**config.mk**
```make
export PLATFORM = sky130hd
export DESIGN_NAME = alu16_arbiter
export DESIGN_NICKNAME = d
export VERILOG_FILES = /design/src/rtl/alu16_arbiter.sv
export SDC_FILE = /design/constraint.sdc
export NUM_CORES = 1
export LEC_CHECK = 0
export ABC_AREA = 1
export CAP_MARGIN = 0
export CELL_PAD_IN_SITES_DETAIL_PLACEMENT = 2
export CELL_PAD_IN_SITES_GLOBAL_PLACEMENT = 2
export CORE_UTILIZATION = 28
export CTS_CLUSTER_DIAMETER = 100
export DETAILED_ROUTE_END_ITERATION = 7
export PLACE_DENSITY_LB_ADDON = 0.25
export SLEW_MARGIN = 0
export SYNTH_ARGS = -nofsm -noshare
export SYNTH_HDL_FRONTEND = slang
export SYNTH_SLANG_ARGS = --single-unit
```
**constraint.sdc**
```tcl
create_clock -name clk -period 2.8 [get_ports clk]
set_clock_uncertainty 0.1 [all_clocks]
set_input_delay 0.56 -clock clk [delete_from_list [all_inputs] [get_ports clk]]
set_output_delay 0.56 -clock clk [all_outputs]
set_load 0.01 [all_outputs]
```
**src/rtl/alu16_arbiter.sv**
```systemverilog
// ---------------------------------------------------------------------------
// alu16_arbiter
//
// Purpose:
//    Shares a single add/sub/and/or datapath between two requesters. A
//    round-robin arbiter accepts one command at a time over valid/ready
//    channels. The operands are registered, the result is computed in one
//    execute cycle, and the result is then held on a tagged response
//    channel until the consumer accepts it.
//
// Optional feature (macro ALU_FLAGS_EN):
//    When defined, adds rsp_zero, rsp_neg and rsp_carry outputs. They are
//    registered together with rsp_data and held with it.
//
// Ports:
//    clk                 system clock, rising edge
//    rst_n               asynchronous active-low reset
//    req0_valid/ready    requester 0 command handshake
//    req0_a/b/op         requester 0 operands and op (00 add, 01 sub, 10 and, 11 or)
//    req1_valid/ready    requester 1 command handshake
//    req1_a/b/op         requester 1 operands and op
//    rsp_valid/ready     response handshake
//    rsp_data            result
//    rsp_id              index of the requester that issued the result
//    busy                high whenever a command is in flight
//    rsp_zero/neg/carry  result flags (ALU_FLAGS_EN only)
// ---------------------------------------------------------------------------
module alu16_arbiter #(
   parameter int W = 16
) (
   input  logic         clk,
   input  logic         rst_n,
   input  logic         req0_valid,
   output logic         req0_ready,
   input  logic [W-1:0] req0_a,
   input  logic [W-1:0] req0_b,
   input  logic [1:0]   req0_op,
   input  logic         req1_valid,
   output logic         req1_ready,
   input  logic [W-1:0] req1_a,
   input  logic [W-1:0] req1_b,
   input  logic [1:0]   req1_op,
   output logic         rsp_valid,
   input  logic         rsp_ready,
   output logic [W-1:0] rsp_data,
   output logic         rsp_id,
   output logic         busy
`ifdef ALU_FLAGS_EN
   ,
   output logic         rsp_zero,
   output logic         rsp_neg,
   output logic         rsp_carry
`endif
);

   localparam logic [1:0] IDLE = 2'd0;
   localparam logic [1:0] EXEC = 2'd1;
   localparam logic [1:0] RESP = 2'd2;

   logic [1:0]   state_q, state_d;
   logic         lastGrant_q, lastGrant_d;
   logic [W-1:0] opA_q, opA_d;
   logic [W-1:0] opB_q, opB_d;
   logic [1:0]   opCode_q, opCode_d;
   logic         id_q, id_d;
   logic         rspValid_q, rspValid_d;
   logic [W-1:0] rspData_q, rspData_d;
   logic         rspId_q, rspId_d;

   logic         grantValid;
   logic         grantId;
   logic         accept;
   logic [W-1:0] aluResult;

`ifdef ALU_FLAGS_EN
   logic         aluCarry;
   logic         zero_q, zero_d;
   logic         neg_q, neg_d;
   logic         carry_q, carry_d;
`endif

   // Round-robin grant: a lone requester always wins; under contention the
   // requester that was not granted last time wins, so contended grants
   // strictly alternate.
   always_comb begin
      grantValid = 1'b0;
      grantId    = 1'b0;
      if (req0_valid && req1_valid) begin
         grantValid = 1'b1;
         grantId    = ~lastGrant_q;
      end else if (req0_valid) begin
         grantValid = 1'b1;
         grantId    = 1'b0;
      end else if (req1_valid) begin
         grantValid = 1'b1;
         grantId    = 1'b1;
      end
   end

   // Ready is combinational from valid and only asserted in IDLE, so a
   // requester can withdraw its command before acceptance at no cost.
   assign accept     = (state_q == IDLE) && grantValid;
   assign req0_ready = accept && (grantId == 1'b0);
   assign req1_ready = accept && (grantId == 1'b1);

   // The ALU works only on the registered operands so that input changes
   // after acceptance cannot leak into the result. The flags build keeps
   // one extra bit to expose the carry out; subtraction is a + ~b + 1 so
   // its carry means "no borrow".
`ifdef ALU_FLAGS_EN
   always_comb begin
      aluResult = '0;
      aluCarry  = 1'b0;
      case (opCode_q)
         2'b00:   {aluCarry, aluResult} = {1'b0, opA_q} + {1'b0, opB_q};
         2'b01:   {aluCarry, aluResult} = {1'b0, opA_q} + {1'b0, ~opB_q} + {{W{1'b0}}, 1'b1};
         2'b10:   aluResult = opA_q & opB_q;
         default: aluResult = opA_q | opB_q;
      endcase
   end
`else
   always_comb begin
      aluResult = '0;
      case (opCode_q)
         2'b00:   aluResult = opA_q + opB_q;
         2'b01:   aluResult = opA_q + ~opB_q + {{(W-1){1'b0}}, 1'b1};
         2'b10:   aluResult = opA_q & opB_q;
         default: aluResult = opA_q | opB_q;
      endcase
   end
`endif

   // Sequencer: IDLE accepts one command, EXEC computes it in a single
   // cycle, RESP holds the response until the consumer takes it. rsp_ready
   // is ignored outside RESP.
   always_comb begin
      state_d     = state_q;
      lastGrant_d = lastGrant_q;
      opA_d       = opA_q;
      opB_d       = opB_q;
      opCode_d    = opCode_q;
      id_d        = id_q;
      rspValid_d  = rspValid_q;
      rspData_d   = rspData_q;
      rspId_d     = rspId_q;
      case (state_q)
         IDLE: begin
            if (accept) begin
               opA_d       = grantId ? req1_a  : req0_a;
               opB_d       = grantId ? req1_b  : req0_b;
               opCode_d    = grantId ? req1_op : req0_op;
               id_d        = grantId;
               lastGrant_d = grantId;
               state_d     = EXEC;
            end
         end
         EXEC: begin
            rspData_d  = aluResult;
            rspId_d    = id_q;
            rspValid_d = 1'b1;
            state_d    = RESP;
         end
         RESP: begin
            if (rsp_ready) begin
               rspValid_d = 1'b0;
               state_d    = IDLE;
            end
         end
         default: begin
            rspValid_d = 1'b0;
            state_d    = IDLE;
         end
      endcase
   end

   // State registers. lastGrant resets to 1 so that requester 0 wins the
   // first contention; reset discards any in-flight command.
   always_ff @(posedge clk or negedge rst_n) begin
      if (!rst_n) begin
         state_q     <= IDLE;
         lastGrant_q <= 1'b1;
         opA_q       <= '0;
         opB_q       <= '0;
         opCode_q    <= 2'b00;
         id_q        <= 1'b0;
         rspValid_q  <= 1'b0;
         rspData_q   <= '0;
         rspId_q     <= 1'b0;
      end else begin
         state_q     <= state_d;
         lastGrant_q <= lastGrant_d;
         opA_q       <= opA_d;
         opB_q       <= opB_d;
         opCode_q    <= opCode_d;
         id_q        <= id_d;
         rspValid_q  <= rspValid_d;
         rspData_q   <= rspData_d;
         rspId_q     <= rspId_d;
      end
   end

`ifdef ALU_FLAGS_EN
   // Flags are captured in the same EXEC cycle as the result and held with
   // it; carry is only meaningful for add and sub.
   always_comb begin
      zero_d  = zero_q;
      neg_d   = neg_q;
      carry_d = carry_q;
      if (state_q == EXEC) begin
         zero_d  = (aluResult == '0);
         neg_d   = aluResult[W-1];
         carry_d = aluCarry;
      end
   end

   always_ff @(posedge clk or negedge rst_n) begin
      if (!rst_n) begin
         zero_q  <= 1'b0;
         neg_q   <= 1'b0;
         carry_q <= 1'b0;
      end else begin
         zero_q  <= zero_d;
         neg_q   <= neg_d;
         carry_q <= carry_d;
      end
   end

   assign rsp_zero  = zero_q;
   assign rsp_neg   = neg_q;
   assign rsp_carry = carry_q;
`endif

   assign rsp_valid = rspValid_q;
   assign rsp_data  = rspData_q;
   assign rsp_id    = rspId_q;
   assign busy      = (state_q != IDLE);

endmodule

```
## Yosys cells after proc, flatten, opt, wreduce, memory -nomap -nowiden

Index checks and enable logic that the tools add are counted.

| cells by class | value |
|---|---|
| add/subtract/negate cells | 3 |
| eq/ne operators | 6 |
| multiplexer cells | 14 |
| bitwise logic cells | 6 |
| reductions and logical operators | 10 |

Operators with widths:

| cell | number |
|---|---|
| $pmux W16 S3 | 1 |
| $add A16 B16 Y16 | 2 |
| $mux W16 | 2 |
| $add A16 B1 Y16 const B | 1 |
| $and A16 B16 Y16 | 1 |
| $not A16 Y16 | 1 |
| $or A16 B16 Y16 | 1 |
| $mux W1 | 6 |
| $mux W2 | 3 |
| $pmux W2 S3 | 1 |
| $reduce_and A2 Y1 | 3 |
| $eq A2 B1 Y1 const B | 2 |
| $eq A2 B2 Y1 const B | 2 |
| $logic_and A1 B1 Y1 | 4 |
| $logic_not A2 Y1 | 2 |
| $ne A2 B2 Y1 const B | 2 |
| $not A1 Y1 | 3 |
| $pmux W1 S3 | 1 |
| $reduce_bool A2 Y1 | 1 |

| storage, ports and cells | value |
|---|---|
| register bits | 56 |
| input bits | 73 |
| output and inout port bits | 21 |
| logic and storage cells | 48 |

## Longest topological paths before layout

| logic depth | value |
|---|---|
| word-level depth | 6 |
| mapped depth | 15 |
| gate-level depth less buffers | 14 |

## Least setup slack after synthesis

Ideal clock, no wire load.

| path | value |
|---|---|
| path type | reg-to-reg |
| from | register opB_q[0] |
| to | register rspData_q[14] (netlist: rsp_data[14]) |
| library setup time | 116 ps |
| arrival time | 1708 ps |
| required time | 2584 ps |
| setup slack | 875 ps |
| cell stages (with the launch flop) | 13 |
| path buffers | 0 |
| clock period less this slack | 1925 ps |
| cells stage by stage | dfrtp_1 ha_1 fa_1 nand3_1 nand3_2 nand2_1 nand2_1 nand2_1 nand3_1 nand3_1 nand3_1 nand2_1 nand2_1 |

| on the way | value |
|---|---|
| word-level cells in the longest chain between the ends | 4 |
| elaborated cells on any way between the ends | 5 |
| those cells by class | 3 x add/sub; 1 x mux; 1 x bitwise |

Ends and longest elaborated chain:

| element | line | RTL |
|---|---|---|
| start, declared | 63 | `logic [W-1:0] opB_q, opB_d;` |
| start signal, assigned | 193 | `opB_q <= opB_d;` |
| $not A16 Y16 | 126 | `2'b01: aluResult = opA_q + ~opB_q + {{(W-1){1'b0}}, 1'b1};` |
| $add A16 B16 Y16 | 126 |  |
| $add A16 B1 Y16 | 126 |  |
| $pmux W16 S3 (*) | 124 | `case (opCode_q)` |
| end signal, assigned | 197 | `rspData_q <= rspData_d;` |
| end, declared | 67 | `logic [W-1:0] rspData_q, rspData_d;` |

Mark *: on every way between the ends. The rest lies on a longest branch, timed or not.
A chain may end at the register's enable or synchronous reset.

## Worst setup path after layout

| path | value |
|---|---|
| from | input req0_valid |
| to | output req0_ready |

| on the way | value |
|---|---|
| word-level cells in the longest chain between the ends | 4 |
| elaborated cells on any way between the ends | 8 |
| those cells by class | 4 x mux; 1 x bitwise; 3 x reduce/logical |

Ends and longest elaborated chain:

| element | line | RTL |
|---|---|---|
| start, declared | 33 | `input logic req0_valid,` |
| $mux W1 or $logic_and A1 B1 Y1 (tied branches) | 91, 88 |  |
| $mux W1 | 88 | `if (req0_valid && req1_valid) begin` |
| $logic_and A1 B1 Y1 or $not A1 Y1 (tied branches) | 102, 103 |  |
| $logic_and A1 B1 Y1 (*) | 103 | `assign req0_ready = accept && (grantId == 1'b0);` |
| end, declared | 34 | `output logic req0_ready,` |

Marked as above.

==> out/results.md <==
| Quantity | Reported | Unit |
|---|---|---|
| Headroom to the max-slew limit | 0.5641 | - |
| Layer carrying the most global-route usage | met2 | - |
| Nets | 944 | - |
| Most common library cell in the layout ignoring fill and taps | nand2_1 | - |
| Share of the clock period used by the worst path after layout | 0.9337 | - |
| # DRC | 0 | - |
| Count of cell instances traversed by the critical path | 4 | - |
| Clk Tree Root Cell | clkbuf_16 | - |
| ANT cells | 0 | - |
| Arrival @ worst endpoint | 1.95 | ns |
| Leftover overflow at the end of global routing | 0 | - |
| Number of detailed-routing iterations run before antenna repair | 4 | - |
| Critical path's largest stage delay | 0.57 | ns |
| Kind of cell with the highest combined delay on the critical path | buffers and inverters | - |
| Number of buffers added by the clock tree synthesis step | 5 | - |
| Type of destination of the critical path | output port | - |
| Wire length of the first global-routing pass | 31.19 | mm |
| Area delta synth->final | 27.97 | % |
| Placer congestion estimate | 0.8560 | - |
| Max-capacitance violation count | 0 | - |
| Syn_area_per_cell | 6.573 | um^2 |
| Critical path required time | 2.14 | ns |
| Wirelength, routed | 19.10 | mm |
| Cell variety after synth | 35 | - |
| Library cell with the largest summed area after synthesis | dfrtp_1 | - |
| Clock latency reported for the late side of the worst-skew pair | 0.31 | ns |
| Type of the most critical hold path | primary input to asynchronous set/reset pin | - |
| CP Buf/Inv Count | 2 | - |
| Effective utilization at floorplan | 0.2893 | - |
| Number of gates given a new drive strength after cts | 0 | - |
| Total global-route track usage | 0.2267 | - |
| Floorplan die width | 133.4 | um |
| Layout Utilization | 0.3702 | - |
| Io pins | 94 | - |
| Via total after detailed routing | 5102 | - |
| Leading post-synthesis cells by cell area | dfrtp_1 28%, nand2_1 22%, ha_1 12% | - |
| Count of standard-cell rows | 47 | - |
| Die Area | 17780 | um^2 |
| Buffer count from post-CTS setup fixing | 0 | - |
| Total of fill cells in the finished design | 1997 | - |
| Buffer levels on the longest clock path | 2 | - |
| Placed wire-length estimate after detailed placement | 15.40 | mm |
| TritonCTS clock tree | done | - |
| Detail Route Antenna Nets | 0 | - |
| Antenna violations before repair | 0 | - |
| GR Util met1 | 0.3001 | - |
| Max-slew violation total from the final report | 0 | - |
| Ratio of cells with drive above 1 in the final layout | 0.04860 | - |
| Area of the placeable core | 16700 | um^2 |
| Buffers added on ports | 93 | - |
| Area share of the leading cell type in the synthesized netlist | 0.2849 | - |
| Count of endpoints failing setup in the final report | 0 | - |
| RSZ-0062 raised after global routing | no | - |
| Total number of clock tree sinks | 56 | - |
| Highest net fanout along the worst path | 2 | - |
| Run status | complete, no violations | - |
| Power per unit of standard cell area | 1398 | nW/um^2 |
| DRC violation total after the first TritonRoute iteration | 164 | - |
| Die extent in y | 133.4 | um |
| Syn_nets | 857 | - |
| Area of the mapped netlist | 4831 | um^2 |
| Static leakage | 3.154 | nW |
| Clock slew at the register clock pins of the worst setup and hold paths | 0.08 | ns |
| CTS Hold Buffers Added | 0 | - |
| Share of the yosys chip area belonging to registers | 0.2903 | - |
| Kind of launch point of the worst setup path | primary input | - |
| Hold violation total from the final report | 0 | - |
| Max H-tree Level | 2 | - |
| Master of the slowest instance on the critical path | clkdlybuf4s50_1 | - |
| Flop and latch count out of synthesis | 56 | - |
| Leading cell types in the layout, fill and taps excluded | 282 x nand2_1, 117 x inv_1, 92 x clkdlybuf4s50_1 | - |
| Via count of the first global-routing pass | 5844 | - |
| Detailed-route vias per instance | 4.892 | - |
| Cell breakdown of the critical path | clkdlybuf4s50_1 > nand2_1 > a21oi_2 > clkdlybuf4s50_1 | - |
| Setup TNS | 0 | ns |
| Peak ir drop on the vdd network | 489.5 | uV |
| Max Clock Freq | 0.3825 | GHz |
| Tmin final | 2.614 | ns |
| Worst slew pin tran | 0.6531 | ns |
| Gate count of the mapped netlist | 735 | - |
| Cell with the most instances on the worst path | clkdlybuf4s50_1 | - |
| Largest net degree at the start of global routing | 57 | - |
| Worst reg2reg path depth | 13 | - |
| Warnings from Yosys | 0 | - |
| Startpoint-to-endpoint class of the critical path | primary input to output port | - |
| GR Util met3 | 0.02930 | - |
| Routed wirelength normalized by instance count | 18.31 | um |
| Global routing met2 resource utilization | 0.3938 | - |
[power breakdown]
part	total, mW	internal [mW]	switching, mW
Clock	0.853	0.515	0.338
Combinational	6.28	2.12	4.16
Sequential	1.51	1.22	0.289
[logic make-up (layout without fill, tap and decap cells)]
logic type      after synthesis  count (layout)  share of synthesized area
compound gates               83              83                     0.1155
simple gates                399             399                     0.3393
flops                        56              56                     0.2903
fa+ha+maj                    49              49                     0.1300
buf+inv                     148             236                     0.1248
[registers in the layout, indices dropped and copies added, names as in the netlist, 2 cells and up]
signal	count
opCode_q	2
opB_q	16
rsp_data	16
state_q	2
opA_q	16
[worst register-to-register path: cells and delay by family, from the launching register on]
family	cells	cell delay (ns)
adder cells (fa/ha/maj)	2	0.74
flip-flops	1	0.41
AND/OR/NAND/NOR	11	1.08
[synthesized netlist by cell type]
| cell type | instances |
|---|---|
| dfrtp_1 | 55 |
| o22ai_1 | 1 |
| o21ai_2 | 1 |
| nand2_2 | 2 |
| nand3_2 | 2 |
| buf_2 | 14 |
| o2111ai_1 | 3 |
| nor3_2 | 1 |
| clkinv_1 | 1 |
| a21boi_1 | 1 |
| fa_1 | 2 |
| nor2_1 | 30 |
| clkbuf_1 | 3 |
| dfstp_2 | 1 |
| a21oi_2 | 4 |
| o211ai_1 | 34 |
| o221ai_1 | 2 |
| inv_1 | 117 |
| a21boi_0 | 2 |
| a21oi_1 | 12 |
| ha_1 | 47 |
| and2_1 | 2 |
| nor2_2 | 3 |
| inv_2 | 5 |
| o21bai_1 | 3 |
| o21ai_0 | 19 |
| nand3_1 | 67 |
| nor3_1 | 3 |
| nand2_1 | 282 |
| buf_1 | 2 |
| buf_4 | 4 |
| a221oi_1 | 1 |
| nand4_1 | 6 |
| buf_6 | 2 |
| or2_2 | 1 |
[path summary, 6_finish.rpt]
path                                          from                       end  slack, ns
max                                     req0_valid                req0_ready       0.19
max in group asynchronous                    rst_n   lastGrant_q$_DFFE_PN1P_       2.14
min                                          rst_n   rsp_data[0]$_DFFE_PN0P_       0.14
min reg2reg                rsp_data[3]$_DFFE_PN0P_   rsp_data[3]$_DFFE_PN0P_       0.39
max reg2reg                   opB_q[0]$_DFFE_PN0P_  rsp_data[14]$_DFFE_PN0P_       0.42
min in group clk           rsp_data[3]$_DFFE_PN0P_   rsp_data[3]$_DFFE_PN0P_       0.39
[routing by layer]
layer  vias up  wire length [um]  share of wire
li1       2475                 -              -
met1      2523              8979           0.47
met2        89              9251           0.48
met3        15               644          0.034
met4         0               225          0.012
met5         -                 0              0
[through the flow]
| stage | hold slack [ns] | total power, mW | instance area [um^2] | cells | worst slack (ns) |
|---|---|---|---|---|---|
| 2_1_floorplan | 0.1644 | 5.610 | 4831 | 735 | 0.8751 |
| 5_1_grt | 0.1669 | 9.529 | 6182 | 1043 | 0.1219 |
| 4_1_cts | 0.1566 | 8.716 | 6182 | 1043 | 0.1588 |
| 3_5_place_dp | 0.3724 | 7.797 | 5993 | 1035 | 0.1698 |
| 6_report | 0.1370 | 8.641 | 6182 | 1043 | 0.1857 |
| 3_3_place_gp | 0.3580 | 7.418 | 5993 | 1035 | 0.1834 |
[layout make-up]
type                    instances  area, um^2  share of cell area
clock buffers                   6       128.9             0.02085
inverters                     123       461.7             0.07468
well taps                     220       275.3             0.04453
clock inverters                 2       60.06            0.009715
repair buffers                105        1028              0.1664
flip-flops and latches         56        1403              0.2269
multi-input cells             531        2825              0.4570
Power figures use the tool's default switching activity.
==> edit, RTL diff (same flow settings) <==
Change the parameter `W` from 16 to 12.
--- a/src/rtl/alu16_arbiter.sv
+++ b/src/rtl/alu16_arbiter.sv
@@ -28,3 +28,3 @@
 module alu16_arbiter #(
-   parameter int W = 16
+   parameter int W = 12
 ) (
Interface: changed (5 resized); port bits go from 94 to 74. No check against the original RTL was run, so the function may have changed too.
==> edit against the unedited design <==
- clock power shrank 19%
- sequential share of layout area grew 0.88 points
- combinational power shrank 31%
- sequential cell count shrank 12
- final area shrank 24%
- via count shrank 27%
- area after synthesis shrank 24%
- setup slack lost 0.037 ns
- power shrank 28%
- critical path depth is the same
- routed wire length shrank 31%
- global-route usage shrank 1.5 points
- largest cell class unchanged
==> edit: results (changes against the unedited design) <==
- The detailed-route wire length on metal 1 is 6.14 mm (-32%).
- The final weighted congestion in routability-driven placement is 0.827 (-3.4%).
- The global-route wire length before repair is 21.6 mm (-31%).
- The signal arrival time at the worst endpoint is 1.99 ns (+0.04 ns).
- The worst IR drop on VDD is 0.458 mV (-6.4%).
- The standard cell area after detailed placement is 0.00451 mm² (-25%).
- The combined global-route utilization of all metal layers is 21.2% (-1.5 points).
- The final-layout clock-cell area share was 3.58% (+0.53 points).
- The number of synthesized register bits was 44 (-21%).
- The layout buffer count excluding clock buffers came to 78 (-26%).
- The clock slew seen by the registers of the worst setup and hold paths is 0.06 ns (-0.02 ns).
- The run finished with clean final reports.
- The multi-input combinational gate total was 385 (-27%).
- The fraction of layout cells with a size suffix above 1 is 5.53% (+0.67 points).
- The portion of total power attributed to sequential cells is 20.0% (+2.5 points).
- The number of buffers between clock root and the deepest sink is 2 (unchanged).
- The number of inverters outside the clock class in the layout is 82 (-33%).
- The synthesized netlist net count is 624 (-27%).
- The design internal power is 2900 µW (-25%).
- The met2 wire length is 6.53 mm (-29%).
- The combined flip-flop and latch cell area is 0.00110 mm² (-21%).
- The cell family contributing the most delay on the critical path is buffers and inverters.
- The met3 track demand over resource is 2.91% (-0.024 points).
- The commonest cells after synthesis are 190 x sky130_fd_sc_hd__nand2_1, 76 x sky130_fd_sc_hd__inv_1, 49 x sky130_fd_sc_hd__nand3_1.
- The maximum fanout encountered on the critical timing path is 3 (+1).
- The global-route met1 utilization is 27.2% (-2.8 points).
- The routed length per instance came to 17.1 µm (-6.6%).
- Yosys attributes the largest share of cell area to sky130_fd_sc_hd__dfrtp_1 29%, sky130_fd_sc_hd__nand2_1 19%, sky130_fd_sc_hd__ha_1 13%.
- The overall routed net length is 13.2 mm (-31%).
- The number of nets in the final layout is 692 (-27%).
- The worst setup slack after placement is 0.121 ns (-0.0485 ns).
- The DRC violation total after the first TritonRoute iteration came to 86 (-48%).
- The pin count of the biggest net entering global routing is 33 (-42%).
- The count of buffers inserted at the top-level ports is 73 (-22%).
- The portion of the post-synthesis area used by sequential elements came to 30.1% (+1.1 points).
- The total leakage power is 0.00230 µW (-27%).
- The summed area of non-filler cells in the final layout was 0.00468 mm² (-24%).
- The post-detailed-route via-to-cell ratio is 4.82 (-1.4%).
- The clock tree buffer count of the final layout is 5 (-1).
- The count of mapped cells out of synthesis came to 528 (-28%).
- The worst max-slew margin expressed relative to the limit is 63.8% (+7.4 points).
- The compound-cell area share of the yosys netlist is 11.5% (about the same).
- The number of tap cells inserted is 172 (-22%).
- The proportion of final cell area spent on non-clock buffers came to 16.3% (-0.32 points).
- The met2 global-route usage is 37.5% (-1.9 points).
- The via count of the first global-routing pass is 4170 (-29%).
- The power share of the clock group came to 11.1% (+1.2 points).
==> edit: changes by cell type in the layout (fill, tap and decap cells not counted), sizes merged, moves of 4 or more <==
cell / delta
dfrtp: -12
nand3: -18
a21oi: -6
o211ai: -8
clkdlybuf4s50: -20
ha: -10
buf: -7
inv: -41
o21ai: -4
nor2: -7
nand2: -92
==> edit: path summary, 6_finish.rpt <==
path	from	endpoint	slack (ns)	depth (start not counted)
max reg2reg	opB_q[0]$_DFFE_PN0P_	rsp_data[6]$_DFFE_PN0P_	0.46	13
min in group clk	lastGrant_q$_DFFE_PN1P_	lastGrant_q$_DFFE_PN1P_	0.37	2
min reg2reg	lastGrant_q$_DFFE_PN1P_	lastGrant_q$_DFFE_PN1P_	0.37	2
max in group asynchronous	rst_n	lastGrant_q$_DFFE_PN1P_	1.79	2
max	req1_valid	req0_ready	0.15	4
min	rst_n	rsp_data[2]$_DFFE_PN0P_	0.04	1
